==> config.mk <==
export PLATFORM = sky130hd
export DESIGN_NAME = rect_linear
export DESIGN_NICKNAME = d
export VERILOG_FILES = /design/src/rtl/rect_linear.sv
export SDC_FILE = /design/constraint.sdc
export NUM_CORES = 1
export LEC_CHECK = 0
export CAP_MARGIN = 20
export CORE_MARGIN = 2
export CORE_UTILIZATION = 35
export DETAILED_ROUTE_END_ITERATION = 10
export PLACE_DENSITY = 0.71
export SETUP_SLACK_MARGIN = 0.2
export SLEW_MARGIN = 20
export SYNTH_ARGS = -nofsm -noshare
export SYNTH_HDL_FRONTEND = slang
export SYNTH_SLANG_ARGS = --single-unit
==> constraint.sdc <==
create_clock -name clock -period 1.9 [get_ports clock]
set_input_delay 0.285 -clock clock [delete_from_list [all_inputs] [get_ports clock]]
set_output_delay 0.285 -clock clock [all_outputs]
set_load 0.01 [all_outputs]
==> src/rtl/rect_linear.sv <==
// rect_linear: registered ReLU activation stage.
// Outputs max(x, 0) after LATENCY clocks, with an optional upper clamp (ReLU-N),
// a matching valid pipeline, and a saturating count of negative input samples.
// Optional feature: define RECT_LINEAR_LEAKY_EN for a leaky ReLU, where negative
// inputs output rect_in >>> LEAK_SHIFT instead of 0.
module rect_linear #(
    parameter int                    DATA_WIDTH = 32,
    parameter int                    LATENCY    = 1,
    parameter logic [DATA_WIDTH-1:0] CLAMP_MAX  = '0,
`ifdef RECT_LINEAR_LEAKY_EN
    parameter int                    LEAK_SHIFT = 3,
`endif
    parameter int                    CNT_WIDTH  = 16
) (
    input  logic                  clock,
    input  logic                  reset,
    input  logic [DATA_WIDTH-1:0] rect_in,
    input  logic                  in_valid,
    input  logic                  clear_count,
    output logic [DATA_WIDTH-1:0] rect_out,
    output logic                  out_valid,
    output logic [CNT_WIDTH-1:0]  neg_count
);

    logic                                is_neg;
    logic [DATA_WIDTH-1:0]               result;
    logic [LATENCY-1:0][DATA_WIDTH-1:0]  data_pipe;
    logic [LATENCY:1]                    vld_pipe;

    assign is_neg = rect_in[DATA_WIDTH-1];

    // Activation function on the raw input; the clamp only ever touches non-negative results.
    always_comb begin
        result = rect_in;
        if (is_neg) begin
`ifdef RECT_LINEAR_LEAKY_EN
            result = $signed(rect_in) >>> LEAK_SHIFT;
`else
            result = '0;
`endif
        end else if (CLAMP_MAX != '0 && rect_in > CLAMP_MAX) begin
            result = CLAMP_MAX;
        end
    end

    // Data and valid shift together every clock; there is no stall, so in-flight data
    // is only ever lost to reset.
    always_ff @(posedge clock) begin
        if (reset) begin
            data_pipe <= '0;
            vld_pipe  <= '0;
        end else begin
            data_pipe[0] <= result;
            vld_pipe[1]  <= in_valid;
            for (int i = 1; i < LATENCY; i++) begin
                data_pipe[i]  <= data_pipe[i-1];
                vld_pipe[i+1] <= vld_pipe[i];
            end
        end
    end

    assign rect_out  = data_pipe[LATENCY-1];
    assign out_valid = vld_pipe[LATENCY];

    // Negative-sample counter, counted at input time; a clear beats a same-cycle increment.
    always_ff @(posedge clock) begin
        if (reset || clear_count) begin
            neg_count <= '0;
        end else if (in_valid && is_neg && neg_count != '1) begin
            neg_count <= neg_count + 1'b1;
        end
    end

endmodule

==> results of run 1 <==
[layout make-up]
cell class,count,area share
multi-input combinational,117,0.2729
inverter,3,0.004027
clock inverter,2,0.005817
tap,67,0.02998
timing repair buffer,89,0.3150
sequential,48,0.3463
clock buffer,6,0.02595
[worst paths after layout]
| kind | to | cells after the start |
|---|---|---|
| worst max-delay path | neg_count[12] | 1 |
| worst min-delay path | out_valid$_SDFF_PP0_ | 2 |
| worst max register to register | neg_count[4]$_SDFFE_PP0P_ | 4 |
| worst min register to register | neg_count[4]$_SDFFE_PP0P_ | 2 |
[layout by cell type (no fill, tap or decap), types with 4 or more instances in the layout]
cell             netlist  final
clkdlybuf4s50_1        0     81
dfxtp_1               48     42
and2_1                31     31
nand2_1               10     10
nor2_1                 9      9
or3_1                  8      8
a21oi_1                7      7
o21ai_0                6      6
dfxtp_2                0      6
buf_4                  1      6
nand3_1                5      5
clkbuf_8               0      5
nand4_1                4      4
[through the flow]
stage	hold WS (ps)	instance area, µm²	setup TNS, ps	std cells	worst slack [ps]
3_5_place_dp	529.0	2665	-0.6891	324	-0.6891
2_1_floorplan	356.6	1728	0	173	344.1
3_3_place_gp	521.3	2665	0	324	26.08
5_1_grt	344.4	2796	0	332	177.8
4_1_cts	528.7	2760	0	332	231.8
6_report	336.0	2796	0	332	255.1
[kinds of logic after synthesis]
logic type / count (synthesis) / synth area share
AND/OR/NAND/NOR: 84 / 0.2889
flip-flops: 48 / 0.5561
AO/OA/AOI/OAI: 27 / 0.1036
buffers and inverters: 8 / 0.01955
multiplexers: 3 / 0.01738
adder cells (fa/ha/maj): 1 / 0.007240
other: 1 / 0.002170
XOR/XNOR: 1 / 0.005070
[repair_timing]
action / 4_1_cts / 5_1_grt
pin swaps: 1 / 1
endpoints found under the setup margin: 2 / 9
resized for setup: 1 / 11
setup buffers: 0 / 0
[metal layers]
metal	GRT usage	vias up
met5	0	-
met4	0.06746	0
met3	0.1016	6
met2	0.2520	68
met1	0.1639	706
li1	-	791
[power groups by stage]
stage          Combinational, mW  Clock, mW  Sequential (mW)
2_1_floorplan             0.0351          0             1.08
3_3_place_gp               0.186          0             1.06
3_5_place_dp               0.188          0             1.06
4_1_cts                    0.189      0.616             1.04
5_1_grt                    0.202      0.651             1.04
6_report                   0.186      0.596             1.04
[registers in the layout, summed over array words and instances (netlist names)]
register and flops:
neg_count 16, out_valid 1, rect_out 31
==> flow_metrics.tcl, run 1 <==
set metrics [dict create \
    status "finished clean" \
    cts_root_buf "clkbuf_8" \
    hp-start "in_valid" \
    synth_commonest_cells "dfxtp_1, and2_1, nand2_1" \
    fin_total_pwr_mw 1.824 \
    multiInputGateArea_um2 763.2 \
    setup_violations 0 \
    clk_pin_slew_ps 90 \
    avgSynthCellArea_um2 9.988 \
    fillers 425 \
    drt_iter0_drc 37 \
    die-height_um 74.26 \
    drt_pass1_iterations 4 \
    drv_slew 0 \
    die_w_um 74.26 \
    antenna_left 0 \
    synth_area_leader_cell "dfxtp_1" \
    overflow 0 \
    synthCells 173 \
    syn_area_um2 1728 \
    grt_pass1_wl_um 6548 \
    regToRegSetupSlack_ps 280 \
    rows 25 \
    core_area_um2 4755 \
    critPathCaptureType "primary output" \
    crit_fanout 7 \
    met2_length_um 2038 \
    wl_per_cell_um 12.87 \
    p_leak_nw 1.036 \
    cp_top_family "buffers and inverters" \
    vias 1571 \
    ir_worst_vdd_mv 0.4417 \
    hold_viol 0 \
    seq_area_frac_synth 0.5561 \
    period_needed_ps 1645 \
    dieArea_um2 5515 \
    viasPerCell 4.732 \
    yosys_warnings 0 \
    switchingPower_uw 402.6 \
    yosys_register_bits 48 \
    cp-startpoint "neg_count[12]$_SDFFE_PP0P_" \
    crit_buf_inv 1 \
    p_int_mw 1.421 \
    power_density_nw_per_um2 652.2 \
    startpoint_type "flip-flop" \
    critPathMaxStageDelay_ps 590 \
    rsz0062_at_grt "no" \
    crit_slowest_cell "clkdlybuf4s50_1" \
    grt_pass1_vias 1475 \
    dp_hpwl_um 3157 \
    io_pins 85 \
    routed_wl_um 4272 \
    clk_latency_ps 300 \
    critPathArrivalTime_ps 1360 \
    htree_levels 2 \
    synth_top_area_share 0.5561 \
    clock_skew_ps 6.301 \
    utilization 0.5882 \
    seqPwrFrac 0.571 \
    clock_sinks 48 \
    power.share.clock 0.327 \
    grt_max_degree 32 \
    met3_length_um 545 \
    hold_class "input pin to flip-flop" \
    ctsHoldBuffers 0 \
    place_congestion 0.8454 \
    yosys-top-cells-area "dfxtp_1, and2_1, or3_1" \
    fin_nets 301 \
    drive_gt1_frac 0.1019 \
    regArea_um2 968.4 \
    netSwitchingFraction 0.2207 \
    antenna_found_initial 0 \
    yosysMostFrequentCell "dfxtp_1" \
    syn_nets 210 \
    synth_edf_count 0 \
    initial_core_util 0.3634 \
    required_ps 1620 \
    diodes 0 \
    fin_crit_sh 0.8657 \
    cts_buffers 5 \
    route.detailed.drc 0 \
    critical_path_class "flip-flop to primary output" \
    crit_chain "clkdlybuf4s50_1" \
    grt_util_all_layers 0.1573 \
    ys.flop_type "dfxtp_1" \
    numPortBuffers 83 \
    cts_tree "built" \
    synthToLayoutAreaGrowth_pct 61.84 \
    combinationalPowerShare 0.102 \
    timing.rr.start "neg_count[12]$_SDFFE_PP0P_" \
    synth_cell_types 36 \
    wl_met1_um 1616 \
    async_reset_ff_frac 0 \
    fmaxAchievable_mhz 608.0 \
    cts_buffer_depth 2 \
    top_layer "met4" \
    maxCapViolCount 0 \
]
(Power assumes the default switching activity.)
==> run 2: changes to the inputs <==
--- a/config.mk
+++ b/config.mk
@@ -8,8 +8,9 @@
 export CAP_MARGIN = 20
 export CORE_MARGIN = 2
 export CORE_UTILIZATION = 35
+export CTS_CLUSTER_DIAMETER = 60
 export DETAILED_ROUTE_END_ITERATION = 10
-export PLACE_DENSITY = 0.71
+export PLACE_DENSITY_LB_ADDON = 0.15
 export SETUP_SLACK_MARGIN = 0.2
 export SLEW_MARGIN = 20
 export SYNTH_ARGS = -nofsm -noshare
==> run 2 against run 1 <==
Non-clock buffer count grew 1. Core utilization shrank 0.16 points. Final area shrank 0.27%. Power shrank 2.4%. Final cell count is the same. Via count shrank 1.0%. Highest routed layer unchanged. First-iteration DRC count grew to 2.8 times the previous value. Critical endpoint unchanged. Flip-flop and latch count is the same.
==> flow_metrics.tcl, run 2 (same netlist as run 1, synthesis figures left out) <==
set metrics [dict create \
    cts_setup_buffers 0 \
    pre_cts_slack_ps -25.09 \
    rr_worst_depth 4 \
    setup_violations 0 \
    critical_path_class "flip-flop to primary output" \
    grt_max_degree 32 \
    critPathCaptureType "primary output" \
    overflow 0 \
    p_leak_nw 1.024 \
    dieArea_um2 5515 \
    maxCapViolCount 0 \
    clock_skew_ps 1.982 \
    ctsHoldBuffers 0 \
    viasPerCell 4.684 \
    drt_pass1_iterations 4 \
    ir_worst_vdd_mv 0.4627 \
    crit_fanout 7 \
    io_pins 85 \
    clk_pin_slew_ps 80 \
    diodes 0 \
    setup_ws_ps 275.0 \
    crit_slowest_cell "clkdlybuf4s50_1" \
    rsz0062_at_grt "yes" \
    critical_path_depth 1 \
    final_cell_mix "clkdlybuf4s50_1, dfxtp_1, and2_1" \
    grt_pass1_wl_um 6637 \
    power_density_nw_per_um2 638.4 \
    cts_tree "built" \
    clk_latency_ps 290 \
    drt_iter0_drc 102 \
    fin_nets 302 \
    vias 1555 \
    numPortBuffers 83 \
    rows 25 \
    wl_per_cell_um 12.53 \
    grt_util_all_layers 0.1594 \
    htree_levels 2 \
    die-height_um 74.26 \
    core_area_um2 4755 \
    hold_class "flip-flop to flip-flop" \
    required_ps 1620 \
    critPathArrivalTime_ps 1340 \
    cts_buffers 5 \
    crit_buf_inv 1 \
    fin_total_pwr_mw 1.781 \
    drive_gt1_frac 0.1057 \
    startpoint_type "flip-flop" \
    fmaxAchievable_mhz 615.4 \
    period_needed_ps 1625 \
    utilization 0.5866 \
    die_w_um 74.26 \
    dp_hpwl_um 3150 \
    synthToLayoutAreaGrowth_pct 61.40 \
    design_area_um2 2789 \
    cts_root_buf "clkbuf_8" \
    crit_chain "clkdlybuf4s50_1" \
    status "finished clean" \
    place_congestion 0.8199 \
    antenna_found_initial 0 \
    hold_viol 0 \
    grt_pass1_vias 1331 \
    drv_slew 0 \
    largest_reg_flops 31 \
    route.detailed.drc 0 \
    placed_area_um2 2673 \
    clock_sinks 48 \
    hold-worst-slack_ps 513.1 \
    fin_crit_sh 0.8553 \
    hold_path_depth 2 \
    routed_wl_um 4159 \
    antenna_left 0 \
    initial_core_util 0.3634 \
    final_common_cell "clkdlybuf4s50_1" \
    cts_buffer_depth 2 \
    cp_top_family "buffers and inverters" \
    critPathMaxStageDelay_ps 590 \
]
-- run 2: cell types whose count changed in the layout (fill, tap and decap cells not counted), sizes merged --
cell           before  now
dlymetal6s2s        2    0
clkdlybuf4s50      81   83
clkinvlp            1    0
buf                 6    7
-- run 2: power by group --
| part | internal, mW | total, mW | switching [mW] |
|---|---|---|---|
| logic | 0.127 | 0.185 | 0.0583 |
| registers | 1.03 | 1.04 | 0.00738 |
| clock network | 0.251 | 0.555 | 0.305 |
-- run 2: cell type report --
cell class                 instances  area [µm²]
clock buffer                       6       72.57
timing repair buffer              90       883.3
tap                               67       83.83
inverter                           3       11.26
fill                             438        1966
clock inverter                     1       5.005
multi-input combinational        117       764.5
sequential                        48       968.4
-- run 2: worst register-to-register path: cells and delay by family (launching register included) --
family	cells	cell delay [ps]
and+or+nand+nor	3	960
DFF	1	440
AOI/OAI and AO/OA	1	150
-- run 2: final timing paths --
| check | from | to | slack (ps) |
|---|---|---|---|
| setup reg to reg | neg_count[4]$_SDFFE_PP0P_ | neg_count[13]$_SDFFE_PP0P_ | 270 |
| hold reg to reg | neg_count[14]$_SDFFE_PP0P_ | neg_count[14]$_SDFFE_PP0P_ | 510 |
| hold / removal | neg_count[14]$_SDFFE_PP0P_ | neg_count[14]$_SDFFE_PP0P_ | 510 |
| setup / recovery | neg_count[12]$_SDFFE_PP0P_ | neg_count[12] | 270 |
-- run 2: stage by stage --
stage / setup TNS [ps] / std cells
3_3_place_gp: 0 / 325
2_1_floorplan: 0 / 173
3_5_place_dp: -43.24 / 325
4_1_cts: 0 / 332
5_1_grt: 0 / 332
6_report: 0 / 332
-- run 2: routing by layer --
metal,track usage,wire (µm)
met1,0.2072,1730
met2,0.2252,1901
met3,0.09214,492
met4,0.04762,34
met5,0,0
-- run 2: what timing repair did --
action,in CTS,in global routing
pin swaps,1,1
gates resized for setup,1,10
setup endpoints to repair,3,10
hold endpoints to repair,0,0
==> run 3: changes to the inputs <==
--- a/config.mk
+++ b/config.mk
@@ -12,6 +12,7 @@
 export DETAILED_ROUTE_END_ITERATION = 10
 export PLACE_DENSITY_LB_ADDON = 0.15
 export SETUP_SLACK_MARGIN = 0.2
+export SKIP_LAST_GASP = 1
 export SLEW_MARGIN = 20
 export SYNTH_ARGS = -nofsm -noshare
 export SYNTH_HDL_FRONTEND = slang
==> constraint.sdc (replaced) <==
create_clock -name clock -period 1.9 [get_ports clock]
set_input_delay 0.285 -clock clock [delete_from_list [all_inputs] [get_ports clock]]
set_output_delay 0.285 -clock clock [all_outputs]
set_load 0.02 [all_outputs]
==> run 3 against run 2 <==
Power is 5.1% higher. Worst setup slack worse by 33 ps. Via count grew 2.0%. First-iteration DRC count grew 25%. Clock power grew 12%. Hold slack better by 3.7 ps. Combinational power grew 12%. Die area stayed put. Critical path type unchanged. Highest routed layer unchanged.
==> flow_metrics.tcl, run 3 (same netlist as run 1, synthesis figures left out) <==
set metrics [dict create \
    status "finished clean" \
    antenna_found_initial 0 \
    wl_per_cell_um 12.46 \
    hold_class "flip-flop to flip-flop" \
    die_w_um 74.26 \
    clock_skew_ps 2.346 \
    ir_worst_vdd_mv 0.4801 \
    holdPathEnd "neg_count[0]$_SDFFE_PP0P_" \
    cts_buffers 5 \
    fillers 445 \
    grt_util_all_layers 0.1535 \
    fin_total_pwr_mw 1.871 \
    grt_util_met2 0.2183 \
    fmaxAchievable_mhz 603.1 \
    clock_sinks 48 \
    die-height_um 74.26 \
    grt_pass1_wl_um 6354 \
    period_needed_ps 1658 \
    cp_top_family "buffers and inverters" \
    busiest_layer "met2" \
    vias 1586 \
    fin_nets 303 \
    ctsHoldBuffers 0 \
    fin_crit_sh 0.8727 \
    routed_wl_um 4162 \
    startpoint_type "flip-flop" \
    p_leak_nw 1.189 \
    maxCapViolCount 0 \
    multiInputGateArea_um2 777.0 \
    r2r-end "neg_count[13]$_SDFFE_PP0P_" \
    use_met1 0.1988 \
    synthToLayoutAreaGrowth_pct 64.08 \
    crit_slowest_cell "clkdlybuf4s50_1" \
    cts_buffer_depth 2 \
    hold_viol 0 \
    regArea_um2 965.9 \
    final_cell_mix "clkdlybuf4s50_1, dfxtp_1, and2_1" \
    design_area_um2 2835 \
    power_density_nw_per_um2 659.8 \
    crit_fanout 5 \
    drv_slew 0 \
    dieArea_um2 5515 \
    antenna_left 0 \
    largest_reg_flops 31 \
    setup_violations 0 \
    initial_core_util 0.3634 \
    placed_area_um2 2680 \
    hp-start "neg_count[0]$_SDFFE_PP0P_" \
    route.detailed.drc 0 \
    critPathCaptureType "primary output" \
    clk_pin_slew_ps 90 \
    rr_worst_depth 4 \
    required_ps 1620 \
    critical_path_class "flip-flop to primary output" \
    crit_chain "clkdlybuf4s50_1" \
    diodes 0 \
    viasPerCell 4.749 \
    place_congestion 0.8312 \
    rows 25 \
    dp_hpwl_um 3135 \
    grt_pass1_vias 1294 \
    overflow 0 \
    regToRegSetupSlack_ps 300 \
    grt_util_met3 0.08672 \
    drive_gt1_frac 0.1124 \
    grt_max_degree 32 \
    clk_latency_ps 290 \
    hold_path_depth 2 \
    cts_root_buf "clkbuf_8" \
    drt_iter0_drc 127 \
    cts_setup_buffers 0 \
    final_common_cell "clkdlybuf4s50_1" \
    cts_tree "built" \
    rsz0062_at_grt "yes" \
    timing.rr.start "neg_count[4]$_SDFFE_PP0P_" \
    io_pins 85 \
    drt_pass1_iterations 4 \
    numPortBuffers 83 \
    crit_buf_inv 1 \
    htree_levels 2 \
    critPathMaxStageDelay_ps 650 \
    core_area_um2 4755 \
    critPathArrivalTime_ps 1370 \
]
-- run 3: final cells by class --
class,instances,area share
multi-input combinational,117,0.2741
inverter,3,0.003972
timing repair buffer,91,0.3186
tap,67,0.02957
clock buffer,7,0.03045
sequential,48,0.3407
clock inverter,1,0.002648
-- run 3: report_power, final --
| group | internal, mW | leakage (nW) | switching [mW] |
|---|---|---|---|
| sequential | 1.03 | 0.394 | 0.00735 |
| combinational | 0.126 | 0.750 | 0.0804 |
| clock | 0.296 | 0.0445 | 0.327 |
| total | 1.46 | 1.19 | 0.415 |
-- run 3: routing by layer --
metal | part of all wire | wire [µm] | vias to the layer above
li1 | - | - | 797
met1 | 0.43 | 1782 | 716
met2 | 0.45 | 1867 | 69
met3 | 0.12 | 480 | 4
met4 | 0.0074 | 31 | 0
met5 | 0 | 0 | -
-- run 3: repair_timing --
| action | CTS | global route |
|---|---|---|
| setup endpoints to repair | 6 | 13 |
| pin swaps | 1 | 0 |
| resized for setup | 5 | 17 |
| endpoints found under the hold margin | 0 | 0 |
-- run 3: through the flow --
step | util | TNS (ps) | worst slack (ps) | std cells | hold WS, ps
after floorplan | - | 0 | 257.9 | 173 | 356.6
after global placement | 0.5637 | 0 | 16.27 | 326 | 522.0
after detailed placement | 0.5637 | -49.43 | -28.81 | 326 | 529.4
after CTS | 0.5829 | 0 | 206.7 | 334 | 532.0
after global routing | 0.5963 | 0 | 180.5 | 334 | 529.1
final | 0.5963 | 0 | 241.9 | 334 | 516.8
-- run 3: worst max-delay path by stage --
stage,startpoint,to,slack [ps],cells past startpoint
global placement,rect_in[31],neg_count[14]$_SDFFE_PP0P_,20,5
finish,neg_count[15]$_SDFFE_PP0P_,neg_count[15],240,1
CTS,neg_count[13]$_SDFFE_PP0P_,neg_count[13],210,1
global route,neg_count[14]$_SDFFE_PP0P_,neg_count[0]$_SDFFE_PP0P_,180,5
detailed placement,rect_in[31],neg_count[14]$_SDFFE_PP0P_,-30,5
floorplan,neg_count[0]$_SDFFE_PP0P_,neg_count[14]$_SDFFE_PP0P_,260,5
-- run 3: tightest hold or removal path, cell delays in order, from the launching register on --
cell     delay, ps
dfxtp_2        350
o21ai_0         70
a21oi_1         60
